### config.mk
export PLATFORM = sky130hd
export DESIGN_NAME = arb_mux_reg_flat
export DESIGN_NICKNAME = d
export VERILOG_FILES = /design/src/rtl/arb_mux_if.sv /design/src/rtl/arb_mux_reg.sv /design/src/flat_wrapper.sv
export SDC_FILE = /design/constraint.sdc
export NUM_CORES = 1
export LEC_CHECK = 0
export CAP_MARGIN = 15
export CORE_MARGIN = 2
export CORE_UTILIZATION = 44
export CTS_BUF_LIST = sky130_fd_sc_hd__clkbuf_8
export CTS_CLUSTER_DIAMETER = 150
export DETAILED_ROUTE_END_ITERATION = 16
export GPL_TIMING_DRIVEN = 0
export PLACE_DENSITY = 0.86
export SLEW_MARGIN = 40
export SYNTH_ARGS = -nofsm -noshare
export SYNTH_HDL_FRONTEND = slang
export SYNTH_SLANG_ARGS = --single-unit
### constraint.sdc
create_clock -name clk -period 2 [get_ports clk]
set_clock_uncertainty 0.05 [all_clocks]
set_input_delay 0.2 -clock clk [delete_from_list [all_inputs] [get_ports clk]]
set_output_delay 0.2 -clock clk [all_outputs]
set_load 0.005 [all_outputs]
### src/rtl/arb_mux_if.sv
// Handshake bundle for arb_mux_reg: K packed request words in, one registered word out.
// The slave modport is the arbiter's view; master is the requester/consumer side.
interface arb_mux_if #(
  parameter int N = 4,
  parameter int K = 4
);
  localparam int SW = $clog2(K);

  logic [K*N-1:0] in_data;
  logic [K-1:0]   in_valid;
  logic [K-1:0]   in_ready;
  logic [N-1:0]   out_data;
  logic           out_valid;
  logic           out_ready;
  logic [SW-1:0]  out_sel;

  modport master (
    output in_data, in_valid, out_ready,
    input  in_ready, out_data, out_valid, out_sel
  );

  modport slave (
    input  in_data, in_valid, out_ready,
    output in_ready, out_data, out_valid, out_sel
  );
endinterface

### src/rtl/arb_mux_reg.sv
// K-input, N-bit arbitrating mux with a registered output stage and valid/ready on every port.
// Round-robin by default; define ARB_MUX_FIXED_PRIORITY_EN for lowest-index-wins priority.
module arb_mux_reg #(
  parameter int N = 4,
  parameter int K = 4
) (
  input logic       clk,
  input logic       rst,
  arb_mux_if.slave  bus
);
  localparam int SW = $clog2(K);

  logic           grant_vld;
  logic [SW-1:0]  grant_idx;
  logic [N-1:0]   grant_data;
  logic           load_en;
  logic           accept;

  logic [N-1:0]   out_data_q,  out_data_d;
  logic [SW-1:0]  out_sel_q,   out_sel_d;
  logic           out_valid_q, out_valid_d;

`ifndef ARB_MUX_FIXED_PRIORITY_EN
  logic [SW-1:0]  ptr_q, ptr_d;
`endif

  // Output register can take a word when empty or when its current word drains now.
  assign load_en = !out_valid_q || bus.out_ready;
  assign accept  = grant_vld && load_en;

  always_comb begin
    // NOTE: every always_comb output gets a default first so no path can infer a latch.
    grant_vld  = 1'b0;
    grant_idx  = '0;
    grant_data = '0;
`ifdef ARB_MUX_FIXED_PRIORITY_EN
    for (int i = 0; i < K; i++) begin
      if (!grant_vld && bus.in_valid[i]) begin
        grant_vld  = 1'b1;
        grant_idx  = SW'(i);
        grant_data = bus.in_data[i*N +: N];
      end
    end
`else
    // Two passes emulate the circular scan ptr..K-1 then 0..ptr-1 without a modulo.
    for (int i = 0; i < K; i++) begin
      if (!grant_vld && bus.in_valid[i] && (i >= int'(ptr_q))) begin
        grant_vld  = 1'b1;
        grant_idx  = SW'(i);
        grant_data = bus.in_data[i*N +: N];
      end
    end
    for (int i = 0; i < K; i++) begin
      if (!grant_vld && bus.in_valid[i]) begin
        grant_vld  = 1'b1;
        grant_idx  = SW'(i);
        grant_data = bus.in_data[i*N +: N];
      end
    end
`endif
  end

  assign bus.in_ready = accept ? (K'(1) << grant_idx) : '0;

  always_comb begin
    out_data_d  = out_data_q;
    out_sel_d   = out_sel_q;
    out_valid_d = out_valid_q && !bus.out_ready;
    if (accept) begin
      out_data_d  = grant_data;
      out_sel_d   = grant_idx;
      out_valid_d = 1'b1;
    end
  end

`ifndef ARB_MUX_FIXED_PRIORITY_EN
  always_comb begin
    ptr_d = ptr_q;
    if (accept) begin
      ptr_d = (grant_idx == SW'(K - 1)) ? '0 : grant_idx + 1'b1;
    end
  end
`endif

  // NOTE: sequential state uses non-blocking assignments so all registers update from pre-edge values.
  always_ff @(posedge clk) begin
    if (rst) begin
      out_data_q  <= '0;
      out_sel_q   <= '0;
      out_valid_q <= 1'b0;
`ifndef ARB_MUX_FIXED_PRIORITY_EN
      ptr_q       <= '0;
`endif
    end else begin
      out_data_q  <= out_data_d;
      out_sel_q   <= out_sel_d;
      out_valid_q <= out_valid_d;
`ifndef ARB_MUX_FIXED_PRIORITY_EN
      ptr_q       <= ptr_d;
`endif
    end
  end

  assign bus.out_data  = out_data_q;
  assign bus.out_sel   = out_sel_q;
  assign bus.out_valid = out_valid_q;

endmodule

### src/flat_wrapper.sv
// flat-port wrapper written by rule: the top's interface ports become plain ports
module arb_mux_reg_flat 
#(
  parameter int N = 4,
  parameter int K = 4
)
  (clk, rst, bus_in_data, bus_in_valid, bus_out_ready, bus_in_ready, bus_out_data, bus_out_valid, bus_out_sel);
  arb_mux_if #(.N(N), .K(K)) bus_i ();
  input logic clk;
  input logic rst;
  input wire logic [$bits(bus_i.in_data)-1:0] bus_in_data;
  input wire logic [$bits(bus_i.in_valid)-1:0] bus_in_valid;
  input wire logic [$bits(bus_i.out_ready)-1:0] bus_out_ready;
  output wire logic [$bits(bus_i.in_ready)-1:0] bus_in_ready;
  output wire logic [$bits(bus_i.out_data)-1:0] bus_out_data;
  output wire logic [$bits(bus_i.out_valid)-1:0] bus_out_valid;
  output wire logic [$bits(bus_i.out_sel)-1:0] bus_out_sel;
  assign bus_i.in_data = bus_in_data;
  assign bus_i.in_valid = bus_in_valid;
  assign bus_i.out_ready = bus_out_ready;
  assign bus_in_ready = bus_i.in_ready;
  assign bus_out_data = bus_i.out_data;
  assign bus_out_valid = bus_i.out_valid;
  assign bus_out_sel = bus_i.out_sel;
  arb_mux_reg #(.N(N), .K(K)) u_core (.clk(clk), .rst(rst), .bus(bus_i));
endmodule
Word level (Yosys, flattened, before mapping) --
Cells that the tools add are included.
Operators by class: equality and inequality tests 1, add/subtract/negate cells 1, shift operators 1, magnitude comparators 3, reduce and logical (&&, ||, !) cells 22, muxes and demuxes 26
Operator list (number):
- $mux W4 | 9
- $mux W2 | 7
- $logic_and A1 B1 Y1 | 12
- $mux W1 | 10
- $logic_not A1 Y1 | 9
- $ge A1 B2 Y1 const A | 2
- $shl A1 B2 Y4 const A | 1
- $add A2 B1 Y2 const B | 1
- $eq A2 B2 Y1 const B | 1
- $ge A2 B2 Y1 const A | 1
- $logic_or A1 B1 Y1 | 1
Storage, ports and cells: flip-flop bits (word level) 9, output and inout port bits 11

Depth between registers and ports, before layout --
depth in word-level cells 28, depth in mapped cells 7, depth with buffers taken out 6

Worst setup path after synthesis --
OpenSTA, ideal clock, no wires.
kind flip-flop to output port, start register u_core.ptr_q[1], end output port bus_in_ready[0], data arrival time 1405 ps, data required time 1750 ps, cell stages (with the launch flop) 8, setup slack 345 ps, cells stage by stage dfxtp_1 > buf_2 > buf_2 > nor3_1 > nor3_1 > inv_1 > ha_1 > and2_1
On the way: word-level cells in the longest chain between the ends 28, elaborated cells between the ends (all ways) 38, classes of those cells order compare: 3; shift: 1; mux: 16; reduce/logical: 18
RTL lines:
- start: declaration | line arb_mux_reg.sv:24 | logic [SW-1:0] ptr_q, ptr_d;
- start signal: assignment | line arb_mux_reg.sv:99 | ptr_q <= ptr_d;
- $ge A1 B2 Y1 | line arb_mux_reg.sv:47 | if (!grant_vld && bus.in_valid[i] && (i >= int'(ptr_q))) begin
- $logic_and A1 B1 Y1 | line arb_mux_reg.sv:47
- $mux W1 | line arb_mux_reg.sv:47
- $logic_not A1 Y1 | line arb_mux_reg.sv:47
- $logic_and A1 B1 Y1 (2 in series) | line arb_mux_reg.sv:47
- $mux W1 | line arb_mux_reg.sv:47
- $logic_not A1 Y1 | line arb_mux_reg.sv:47
- $logic_and A1 B1 Y1 (2 in series) | line arb_mux_reg.sv:47
- [10 not listed]
- $logic_not A1 Y1 | line arb_mux_reg.sv:54 | if (!grant_vld && bus.in_valid[i]) begin
- $logic_and A1 B1 Y1 | line arb_mux_reg.sv:54
- $mux W1 | line arb_mux_reg.sv:54
- $logic_not A1 Y1 | line arb_mux_reg.sv:54
- $logic_and A1 B1 Y1 | line arb_mux_reg.sv:54
- $mux W2 / $mux W1 (equally long branches) | line arb_mux_reg.sv:54
- $shl A1 B2 Y4 / $logic_and A1 B1 Y1 (equally long branches) | line arb_mux_reg.sv:63, arb_mux_reg.sv:29
- $mux W4 (*) | line arb_mux_reg.sv:63 | assign bus.in_ready = accept ? (K'(1) << grant_idx) : '0;
- end: declaration | line flat_wrapper.sv:14 | output wire logic [$bits(bus_i.in_ready)-1:0] bus_in_ready;
Mark *: on every way between the ends. The rest lies on a longest branch, timed or not.

Worst setup path in the final report --
start register u_core.ptr_q[1], end output port bus_in_ready[2]
The elaborated chain is that of the path after synthesis.

==> impl_metrics.env <==
export IMPL_final_hold_viol_count=0
export IMPL_wl_per_cell_um=16.3
export IMPL_start_util_pct=47.2
export IMPL_powerDensity_nw_per_um2=633
export IMPL_netlist_top_cell_by_area="dfxtp_1"
export IMPL_p_sw_uw=291
export IMPL_synth_area_leaders="dfxtp_1, a21oi_1, mux2i_1"
export IMPL_final_antenna_net_count=0
export IMPL_dp_cells=166
export IMPL_vias_per_cell=5.84
export IMPL_overflow=0
export IMPL_syn_cell_area_um2=825
export IMPL_p_leak_nw=0.616
export IMPL_slew_headroom_pct=73.4
export IMPL_mostFrequentLayoutCell="clkdlybuf4s50_1"
export IMPL_ios=34
export IMPL_min_path_type="primary input to flip-flop"
export IMPL_p_clk_share_pct=25.8
export IMPL_coreArea_um2=1750
export IMPL_final_cell_mix="clkdlybuf4s50_1, nor2_1, buf_4"
export IMPL_fin_cells=179
export IMPL_cpMostUsedCell="buf_4"
export IMPL_cp_arrival_ns=1.72
export IMPL_cts_buffers=3
export IMPL_worst_path_buf_inv=4
export IMPL_nNetsFinal=180
export IMPL_cp_max_fo=6
export IMPL_root_buffer="clkbuf_8"
export IMPL_drt_wl_total_mm=2.91
export IMPL_slew_viol_final=0
export IMPL_grt_start_max_net_pins=11
export IMPL_cpPeakStageDelay_ns=0.38
export IMPL_globalRouteTotalUtil_pct=28.4
export IMPL_grt_pass1_wl_mm=4.33
export IMPL_diodes=0
export IMPL_worstSetupStartpointType="flip-flop"
export IMPL_rows=15
export IMPL_drtPass1Iterations=4
export IMPL_p_int_uw=568
export IMPL_netlist_instances=109
export IMPL_finalSetupViolCount=0
export IMPL_p_seq_share_pct=26.5
export IMPL_cp_slowest_cell="dfxtp_4"
export IMPL_ir_worst_vdd_mv=0.543
export IMPL_outcome="complete, no violations"
export IMPL_clock_sinks=9
export IMPL_path_delay_family="simple AND/OR/NAND/NOR gates"
export IMPL_drtIter0Drc=37
export IMPL_die_area_um2=2240
export IMPL_ctsHtreeMaxLevel=1
export IMPL_worst_pin_slew_ns=0.398
export IMPL_first_global_vias=943
export IMPL_clk_pin_slew_ns=0.05
export IMPL_yosys_cell_types_count=30
export IMPL_worstSetupPathType="flip-flop to primary output"
export IMPL_crit_chain="nand2b_4, a21oi_2, nor3_2, inv_1, buf_4, buf_4, and3_1, clkbuf_2"
export IMPL_vias=1045
export IMPL_cts_buffer_depth=2
export IMPL_yosys_area_top_type_share_pct=21.9
export IMPL_port_buffers=32
export IMPL_fmax_mhz=509
export IMPL_synth_seq_cells=9
export IMPL_clkLatencyLatePin_ns=0.24
export IMPL_fin_crit_ns=1.97
export IMPL_synth_warnings=0
export IMPL_chipWidth_um=47.3
export IMPL_drive_gt1_share_pct=24.7
export IMPL_antenna_found_initial=0
export IMPL_period_share_pct=98.3
export IMPL_hpwlAfterDp_mm=1.89
export IMPL_gp_congestion=0.908
export IMPL_switching_share_pct=33.9
export IMPL_cp_end_kind="primary output"
export IMPL_die_y_um=47.3
export IMPL_drc_errors=0
export IMPL_cts_tree="built"
export IMPL_ys_seq_area_share_pct=21.9
export IMPL_area_growth_pct=64.3
export IMPL_fin_util_pct=77.6
export IMPL_cap_violations=0
export IMPL_pwr_share_comb_pct=47.7
export IMPL_synth_fp_nets=134
export IMPL_required_ns=1.75
export IMPL_synth_area_per_cell_um2=7.56
==> synth_stat cells <==
master and n:
a21oi_1 12, nor2_1 10, dfxtp_1 9, inv_1 9, nand2_1 8, mux2i_1 6
and3b_1 5, a211o_1 4, a221oi_1 4, a31oi_1 4, nand2b_1 4, o22ai_1 4
o32ai_1 4, and2_1 3, buf_2 3, buf_6 3, ha_1 2, nor2b_1 2
nor3_1 2, a211oi_1 1, and3_1 1, buf_1 1, clkbuf_1 1, inv_2 1
nand4_1 1, nor4_2 1, o2111ai_2 1, o21ai_0 1, o21ai_1 1, o221ai_2 1
==> layer usage <==
| layer | global-route usage (%) | vias up | part of all wire (%) |
|---|---|---|---|
| li1 | - | 490 | - |
| met1 | 33.7 | 502 | 40 |
| met2 | 48.9 | 49 | 51 |
| met3 | 8.85 | 4 | 7.3 |
| met4 | 7.78 | 0 | 1.3 |
| met5 | 0 | - | 0 |
==> final cells by class <==
type,instances,area [µm²]
plain buffers,7,75.1
repair buffers,42,374
inverters,10,37.5
flip-flops and latches,9,188
multi-input cells,82,603
fillers,137,390
clock inverters,1,5.00
well taps,25,31.3
clock buffers,3,41.3
==> state kept, by name (all words and copies together), names as in the netlist <==
signal,cells
u_core.bus.out_data,4
u_core.bus.out_valid,1
u_core.ptr_q,2
u_core.bus.out_sel,2
==> through the flow <==
step / instance area (µm²) / setup TNS (ns) / power (mW) / setup WS (ns) / hold slack, ns
after floorplan: 825 / 0 / 0.405 / 0.345 / 0.303
after global placement: 1180 / -2.76 / 0.549 / -0.688 / 0.412
after detailed placement: 1180 / -2.48 / 0.552 / -0.657 / 0.418
after CTS: 1350 / -0.125 / 0.842 / -0.125 / 0.273
after global routing: 1360 / -0.00494 / 0.909 / -0.00494 / 0.301
final: 1360 / 0 / 0.858 / 0.0346 / 0.262
==> cells by family after synthesis <==
family,share of synthesized area (%)
compound gates,31.9
simple gates,24.6
buf+inv,11.4
mux,7.28
fa+ha+maj,3.03
flops,21.9
==> worst paths after layout <==
| kind | slack, ns | to | depth (start not counted) | startpoint |
|---|---|---|---|---|
| max reg2reg | 0.39 | u_core.ptr_q[1] | 7 | u_core.ptr_q[1] |
| max | 0.03 | bus_in_ready[2] | 8 | u_core.ptr_q[1] |
| min reg2reg | 0.45 | u_core.bus.out_sel[0] | 2 | u_core.bus.out_sel[0] |
| min | 0.26 | u_core.ptr_q[1] | 2 | rst |
==> what timing repair did <==
action                     4_1_cts  5_1_grt
gates resized for setup         30       11
pin swaps                        5        2
hold buffers                     0        0
hold endpoints to repair         0        0
setup buffers                    8        3
setup endpoints to repair        5        3
==> power by group through the flow <==
stage / clock [mW] / combinational, mW / sequential, mW
3_5_place_dp: 0 / 0.333 / 0.219
2_1_floorplan: 0 / 0.185 / 0.220
5_1_grt: 0.236 / 0.443 / 0.230
6_report: 0.221 / 0.409 / 0.227
4_1_cts: 0.224 / 0.400 / 0.219
3_3_place_gp: 0 / 0.331 / 0.218
No activity file was read; power rests on OpenSTA's default activity.
